## src/rtl/zx_bus_pkg.sv

```systemverilog
// Shared types for the Z80 bus arbiter and the memory address/data mux.
package zx_bus_pkg;

   typedef enum logic [2:0] {
      StIdle    = 3'd0,
      StReq     = 3'd1,
      StGrant   = 3'd2,
      StRelease = 3'd3,
      StHoldoff = 3'd4
   } zx_bus_state_e;

   // Owner encodings seen by the memory mux select.
   localparam logic BUS_OWNER_CPU = 1'b0;
   localparam logic BUS_OWNER_DMA = 1'b1;

endpackage

```

## src/rtl/zx_bus_arbiter.sv

```systemverilog
// Z80 bus arbiter: hands the memory bus to one DMA requester via the CPU busrq_n/busak_n
// handshake, caps each tenure at MAX_BURST accesses and then lets the CPU run for HOLDOFF
// cen_p ticks before the next request, so the CPU always makes forward progress.
module zx_bus_arbiter
   import zx_bus_pkg::*;
#(
   parameter int unsigned MAX_BURST = 16,
   parameter int unsigned HOLDOFF   = 4
) (
   input  logic       clk,
   input  logic       reset_n,
   input  logic       cen_p,
   input  logic       dma_req,
   input  logic       dma_strobe,
   input  logic       dma_done,
   input  logic       busak_n,
   output logic       busrq_n,
   output logic       dma_grant,
   output logic       bus_owner,
   output logic [7:0] burst_cnt
);

   localparam int unsigned HoldW = (HOLDOFF > 0) ? $clog2(HOLDOFF + 1) : 1;
   localparam logic [HoldW-1:0] HoldLoad = HoldW'(HOLDOFF);
   localparam logic [8:0] MaxBurst = 9'(MAX_BURST);

   zx_bus_state_e    state_q, state_d;
   logic [7:0]       burst_cnt_q, burst_cnt_d;
   logic [HoldW-1:0] hold_cnt_q, hold_cnt_d;
   logic             busrq_n_q, busrq_n_d;
   logic             dma_grant_q, dma_grant_d;
   logic             bus_owner_q, bus_owner_d;
   logic [8:0]       burst_inc;

   // Next state, counters, and registered outputs decoded from the next state.
   always_comb begin
      state_d     = state_q;
      burst_cnt_d = burst_cnt_q;
      hold_cnt_d  = hold_cnt_q;
      // 9 bits so the limit compare cannot alias on wrap.
      burst_inc   = {1'b0, burst_cnt_q} + 9'd1;

      unique case (state_q)
         StIdle: begin
            if (dma_req) state_d = StReq;
         end
         StReq: begin
            if (!busak_n && dma_req) begin
               state_d     = StGrant;
               burst_cnt_d = '0;
            end else if (!dma_req) begin
               state_d = StRelease;
            end
         end
         StGrant: begin
            // The limiting strobe is still counted, so burst_cnt reads MAX_BURST afterwards.
            if (dma_strobe) burst_cnt_d = burst_inc[7:0];
            if (dma_done || !dma_req || (dma_strobe && (burst_inc == MaxBurst))) begin
               state_d = StRelease;
            end
         end
         StRelease: begin
            if (busak_n) begin
               if (HOLDOFF == 0) begin
                  state_d = StIdle;
               end else begin
                  state_d    = StHoldoff;
                  hold_cnt_d = HoldLoad;
               end
            end
         end
         StHoldoff: begin
            // dma_req is deliberately ignored here.
            if (cen_p) begin
               hold_cnt_d = hold_cnt_q - HoldW'(1);
               if (hold_cnt_q == HoldW'(1)) state_d = StIdle;
            end
         end
         default: state_d = StIdle;
      endcase

      busrq_n_d   = !((state_d == StReq) || (state_d == StGrant));
      dma_grant_d = (state_d == StGrant);
      bus_owner_d = (state_d == StGrant) ? BUS_OWNER_DMA : BUS_OWNER_CPU;
   end

   // State and output registers with synchronous active-low reset.
   always_ff @(posedge clk) begin
      if (!reset_n) begin
         state_q     <= StIdle;
         burst_cnt_q <= '0;
         hold_cnt_q  <= '0;
         busrq_n_q   <= 1'b1;
         dma_grant_q <= 1'b0;
         bus_owner_q <= BUS_OWNER_CPU;
      end else begin
         state_q     <= state_d;
         burst_cnt_q <= burst_cnt_d;
         hold_cnt_q  <= hold_cnt_d;
         busrq_n_q   <= busrq_n_d;
         dma_grant_q <= dma_grant_d;
         bus_owner_q <= bus_owner_d;
      end
   end

   assign busrq_n   = busrq_n_q;
   assign dma_grant = dma_grant_q;
   assign bus_owner = bus_owner_q;
   assign burst_cnt = burst_cnt_q;

endmodule

```

## config.mk

```make
export PLATFORM = sky130hd
export DESIGN_NAME = zx_bus_arbiter
export DESIGN_NICKNAME = d
export VERILOG_FILES = /design/src/rtl/zx_bus_pkg.sv /design/src/rtl/zx_bus_arbiter.sv
export SDC_FILE = /design/constraint.sdc
export NUM_CORES = 1
export LEC_CHECK = 0
export CAP_MARGIN = 15
export CORE_MARGIN = 2
export CORE_UTILIZATION = 48
export CTS_BUF_LIST = sky130_fd_sc_hd__clkbuf_8
export CTS_CLUSTER_DIAMETER = 120
export DETAILED_ROUTE_END_ITERATION = 6
export PLACE_DENSITY = 0.84
export SYNTH_ARGS = -nofsm -noshare
export SYNTH_HDL_FRONTEND = slang
export SYNTH_SLANG_ARGS = --single-unit
```

## constraint.sdc

```tcl
create_clock -name clk -period 1.55 [get_ports clk]
set_clock_uncertainty 0.1 [all_clocks]
set_input_delay 0.31 -clock clk [delete_from_list [all_inputs] [get_ports clk]]
set_output_delay 0.31 -clock clk [all_outputs]
set_load 0.05 [all_outputs]
```

**After elaboration in Yosys (flattened, before gate mapping)**

Index checks and enable logic that the tools add are counted.

- Register bits after elaboration: 17
- Input bits: 7
- Output and inout bits: 11
- Logic and storage cells: 48

- $add $sub $neg: 2
- Eq/ne operators: 12
- Multiplexer cells: 15
- Reductions and logical operators: 13

Operator list:

| kind | count |
|---|---|
| $mux W3 | 9 |
| $mux W8 | 2 |
| $pmux W8 S2 | 1 |
| $pmux W3 S5 | 1 |
| $add A8 B1 Y9 const B | 1 |
| $eq A3 B1 Y1 const B | 3 |
| $eq A3 B2 Y1 const B | 3 |
| $eq A9 B5 Y1 const B | 1 |
| $ne A2 B2 Y1 const B | 4 |
| $pmux W3 S2 | 1 |
| $reduce_and A3 Y1 | 2 |
| $reduce_bool A2 Y1 | 2 |
| $eq A3 B3 Y1 const B | 1 |
| $logic_not A1 Y1 | 3 |
| $logic_not A3 Y1 | 1 |
| $logic_or A1 B1 Y1 | 3 |
| $sub A3 B1 Y3 const B | 1 |
| $logic_and A1 B1 Y1 | 2 |
| $mux W1 | 1 |

**Depth between registers and ports, before layout**

- Depth after elaboration: 9
- Gate-level depth with buffers: 7
- Depth with buffers taken out: 7

**Worst setup path after synthesis**

No wires, ideal clock.

- Path type: reg2reg
- Start point: register burst_cnt_q[0], in the netlist burst_cnt[0]
- End point: register dma_grant_q, in the netlist dma_grant
- Library setup time: 115 ps
- Data arrival time: 1896 ps
- Required time: 1335 ps
- Slack: -561 ps
- Cell stages (with the launch flop): 8
- Path buffers: 1
- Period minus slack after synthesis: 2111 ps
- Cells stage by stage: dfxtp_1 -> ha_1 -> clkbuf_1 -> xnor2_1 -> nand4_1 -> a211oi_2 -> o211ai_2 -> and2_1

- Cells in the longest elaborated chain, start to end: 7

RTL lines:

| what | RTL line | text |
|---|---|---|
| start, declared | zx_bus_arbiter.sv:28 | `logic [7:0] burst_cnt_q, burst_cnt_d;` |
| start signal, assigned | zx_bus_arbiter.sv:98 | `burst_cnt_q <= burst_cnt_d;` |
| $add A8 B1 Y9 | zx_bus_arbiter.sv:41 | `burst_inc = {1'b0, burst_cnt_q} + 9'd1;` |
| $eq A9 B5 Y1 | zx_bus_arbiter.sv:58 | `if (dma_done \|\| !dma_req \|\| (dma_strobe && (burst_inc == MaxBurst))) begin` |
| $logic_and A1 B1 Y1 | zx_bus_arbiter.sv:58 |  |
| $logic_or A1 B1 Y1 | zx_bus_arbiter.sv:58 |  |
| $mux W3 | zx_bus_arbiter.sv:58 |  |
| $pmux W3 S5 | zx_bus_arbiter.sv:43 | `unique case (state_q)` |
| $eq A3 B2 Y1 | zx_bus_arbiter.sv:83 | `dma_grant_d = (state_d == StGrant);` |
| end signal, assigned | zx_bus_arbiter.sv:101 | `dma_grant_q <= dma_grant_d;` |
| end, declared | zx_bus_arbiter.sv:31 | `logic dma_grant_q, dma_grant_d;` |

No other way between the ends.
A chain may end at the register's enable or synchronous reset.

**Worst setup path in the final report**

- Start point: input cen_p
- End point: register busrq_n_q, in the netlist busrq_n

- Cells in the longest elaborated chain, start to end: 5
- Elaborated cells between the ends (all ways): 6
- Those cells by class: eq/ne: 2; mux: 2; reduce/logical: 2

RTL lines:

| what | RTL line | text |
|---|---|---|
| start, declared | zx_bus_arbiter.sv:12 | `input logic cen_p,` |
| $mux W3 * | zx_bus_arbiter.sv:74 | `if (cen_p) begin` |
| $pmux W3 S5 * | zx_bus_arbiter.sv:43 |  |
| $eq A3 B1 Y1 / $eq A3 B2 Y1 (equally long branches) | zx_bus_arbiter.sv:82 | `busrq_n_d = !((state_d == StReq) \|\| (state_d == StGrant));` |
| $logic_or A1 B1 Y1 * | zx_bus_arbiter.sv:82 |  |
| $logic_not A1 Y1 * | zx_bus_arbiter.sv:82 |  |
| end signal, assigned | zx_bus_arbiter.sv:100 | `busrq_n_q <= busrq_n_d;` |
| end, declared | zx_bus_arbiter.sv:30 | `logic busrq_n_q, busrq_n_d;` |

Mark *: on every way between the ends. The rest lies on a longest branch, timed or not.

==> impl_metrics.env <==
export IMPL_outcome="complete, but fails checks"
export IMPL_violations_in_the_final_reports="negative setup slack"
export IMPL_cp_common_cell="nand2_1"
export IMPL_drv_cap=0
export IMPL_firstDrtPassIters=4
export IMPL_core_rowCount=16
export IMPL_clkLatencyLatePin_ns=0.25
export IMPL_clock_tree_root_cell="clkbuf_8"
export IMPL_tritoncts_clock_tree="built"
export IMPL_finalSetupViolations=6
export IMPL_mean_syn_cell_area_um2=8.270
export IMPL_dr_first_iter_drc_count=52
export IMPL_die_area_mm2=0.002504
export IMPL_clock_sinks=16
export IMPL_vias_per_cell=6.063
export IMPL_ordered_cell_list_for_the_critical_path="clkdlybuf4s50_1 -> nand2_1 -> o211ai_1 -> nand2_1 -> a311oi_1 -> mux2i_1"
export IMPL_critical_path_slowest_cell="clkdlybuf4s50_1"
export IMPL_regToRegStartpoint="state_q[2]"
export IMPL_via_count_of_the_first_global_routing_pass=1094
export IMPL_dp_final_hpwl_um=1969
export IMPL_detail_route_wl_per_cell_um=19.03
export IMPL_synth_flop_cell="dfxtp_1"
export IMPL_initial_core_utilization_pct=51.33
export IMPL_hold_buffers=0
export IMPL_yosysWarnings=0
export IMPL_drt_wl_total_um=3653
export IMPL_hold_path_cell_count=1
export IMPL_seq_area_frac_synth_pct=31.49
export IMPL_mappedNetlistNets=134
export IMPL_grt_ovfl_total=0
export IMPL_placedInstanceArea_mm2=0.001460
export IMPL_worst_ir_drop_vdd_uv=586.9
export IMPL_n_fill_cell=108
export IMPL_worst_path_largest_cell_delay_ns=0.49
export IMPL_layout_cells_most_common="buf_4"
export IMPL_total_power_mw=1.201
export IMPL_route_vias_total=1164
export IMPL_chipWidth_um=50.04
export IMPL_finish_cell_count_without_fillers=192
export IMPL_post_synth_num_cell_types=40
export IMPL_clk_transition_reported_paths_ns=0.07
export IMPL_post_synth_instance_area_mm2=0.001017
export IMPL_synth_seq_cells=16
export IMPL_post_placement_cell_count=177
export IMPL_route_detailed_drc=0
export IMPL_grt_first_pass_wirelength_um=4912
export IMPL_type_of_the_worst_min_delay_path="reg -> reg"
export IMPL_holdPathEnd="burst_cnt[6]"
export IMPL_grt_total_usage_pct=25.75
export IMPL_total_non_filler_cell_area_in_the_finished_layout_mm2=0.001657
export IMPL_critPathLaunchType="input port"
export IMPL_drv_slew=0
export IMPL_postRouteAntennaNets=0
export IMPL_timing_final_crit_period_ns=1.713
export IMPL_critical_path_reg2reg_endpoint="busrq_n"
export IMPL_period_share_pct=110.5
export IMPL_synth_async_reset_ratio_pct=0
export IMPL_cellLeakagePower_nw=0.6651
export IMPL_numCtsBuffers=3
export IMPL_setup_worst_path_end_class="flip-flop"
export IMPL_io_pin_count=18
export IMPL_postSynthCellCount=123
export IMPL_cts_path_max_buffers=2
export IMPL_crit_arrival_ns=1.73
export IMPL_worst_setup_path_type="in -> reg"
export IMPL_reg2regPathDepth=6
export IMPL_critical_path_required_ns=1.56
export IMPL_cellPowerDensity_mw_per_mm2=724.9
export IMPL_drive_gt1_share_pct=43.03
export IMPL_diodes=0
export IMPL_hp_start="burst_cnt[6]"
export IMPL_finalSetupTns_ns=-0.3273
export IMPL_tightestPinTransition_ns=0.4015
export IMPL_layout_common_cells="27 x buf_4, 12 x nand2_1, 11 x buf_12, 9 x dfxtp_4, 7 x dfxtp_1"
export IMPL_globalplace_congestion=0.8476
export IMPL_placeableCoreArea_mm2=0.001982
export IMPL_multi_input_comb_area_um2=689.4
export IMPL_fmaxAchievable_mhz=583.9
export IMPL_htree_num_levels=1
export IMPL_critical_path_max_fanout=2
export IMPL_antenna_found_initial=0
export IMPL_reg2reg_setup_slack_ns=-0.16
export IMPL_grt_setup_unrepaired="true"
export IMPL_slew_headroom_pct=72.95
export IMPL_regArea_um2=354.1
export IMPL_io_buffers=17
export IMPL_maximum_number_of_pins_on_one_net_before_global_route_repair=11
export IMPL_synth_edff_count=0
export IMPL_worst_slack_ns=-0.1628
export IMPL_die_h_um=50.04
export IMPL_signed_area_change_from_the_synthesized_netlist_to_the_final_layout_pct=62.85
export IMPL_final_hold_viol_count=0
export IMPL_nNetsFinal=177
## report_power, final
group | internal (mW) | total [mW] | leakage (nW) | switching, mW
Combinational | 0.184 | 0.361 | 0.500 | 0.177
Sequential | 0.424 | 0.452 | 0.137 | 0.0278
Clock | 0.226 | 0.388 | 0.0288 | 0.163
Total | 0.834 | 1.20 | 0.665 | 0.367
## state kept, by name, summed over array words and instances, names as in the netlist
register    flops
burst_cnt       8
hold_cnt_q      3
dma_grant       1
state_q         3
busrq_n         1
## logic make-up after synthesis
kind of cell               count (synthesis)  share of synthesized area [%]
and+or+nand+nor                           55                          30.75
AOI/OAI and AO/OA                         30                          20.54
DFF                                       16                          31.49
buffers and inverters                     12                          6.887
xor gates and xnor gates                   4                          3.445
adders and majority gates                  4                          4.920
muxes                                      2                          1.968
## cell usage after synthesis (4+ instances only)
cell type / number / share of area, %
a31oi_1: 4 / 2.5
nor2_1: 5 / 1.8
nand2_1: 12 / 4.4
nand3_1: 7 / 3.4
dfxtp_1: 16 / 31
nor3_1: 5 / 2.5
inv_1: 4 / 1.5
and2_1: 6 / 3.7
o21ai_0: 9 / 4.4
ha_1: 4 / 4.9
## per-layer routing
metal  wire length [um]  global-route usage (%)  vias up
met5                  0                       0        -
met3                259                   3.030       21
met2               1798                   45.83       70
li1                   -                       -      527
met4                127                   12.50        0
met1               1467                   30.02      546
## per-stage QoR
step,utilization (%),setup WS [ns],hold slack [ns]
global route,83.59,-0.2188,0.4788
detailed placement,73.67,-0.5176,0.4093
CTS,77.15,-0.1477,0.4212
global placement,73.67,-0.4483,0.3961
finish,83.59,-0.1628,0.4739
floorplan,-,-0.1220,0.3384
## layout make-up
type / instances / share of cell area (%)
clock buffer: 4 / 3.323
inverter: 4 / 0.9063
multi-input combinational: 95 / 41.62
sequential: 16 / 21.37
tap: 27 / 2.039
timing repair buffer: 46 / 30.74
## worst max-delay path by stage
stage,from,end,slack (ns),cells after the start
final,cen_p,busrq_n,-0.16,6
after global routing,state_q[2],busrq_n,-0.22,5
after global placement,busak_n,busrq_n,-0.45,6
after detailed placement,busak_n,busrq_n,-0.52,6
after CTS,busak_n,busrq_n,-0.15,6
after floorplan,burst_cnt[0],dma_grant,-0.12,7
## what timing repair did
item,in CTS,in global routing
setup buffers,1,10
endpoints found under the setup margin,11,12
pin swaps,6,16
gates resized for setup,5,19
## worst max-delay path, delay by kind of cell
| kind | cells | cell delay (ns) |
|---|---|---|
| AO/OA/AOI/OAI | 2 | 0.56 |
| buffers and inverters | 1 | 0.49 |
| AND/OR/NAND/NOR | 2 | 0.20 |
| multiplexers | 1 | 0.17 |
Note: power is estimated with default switching activity, not from simulation.
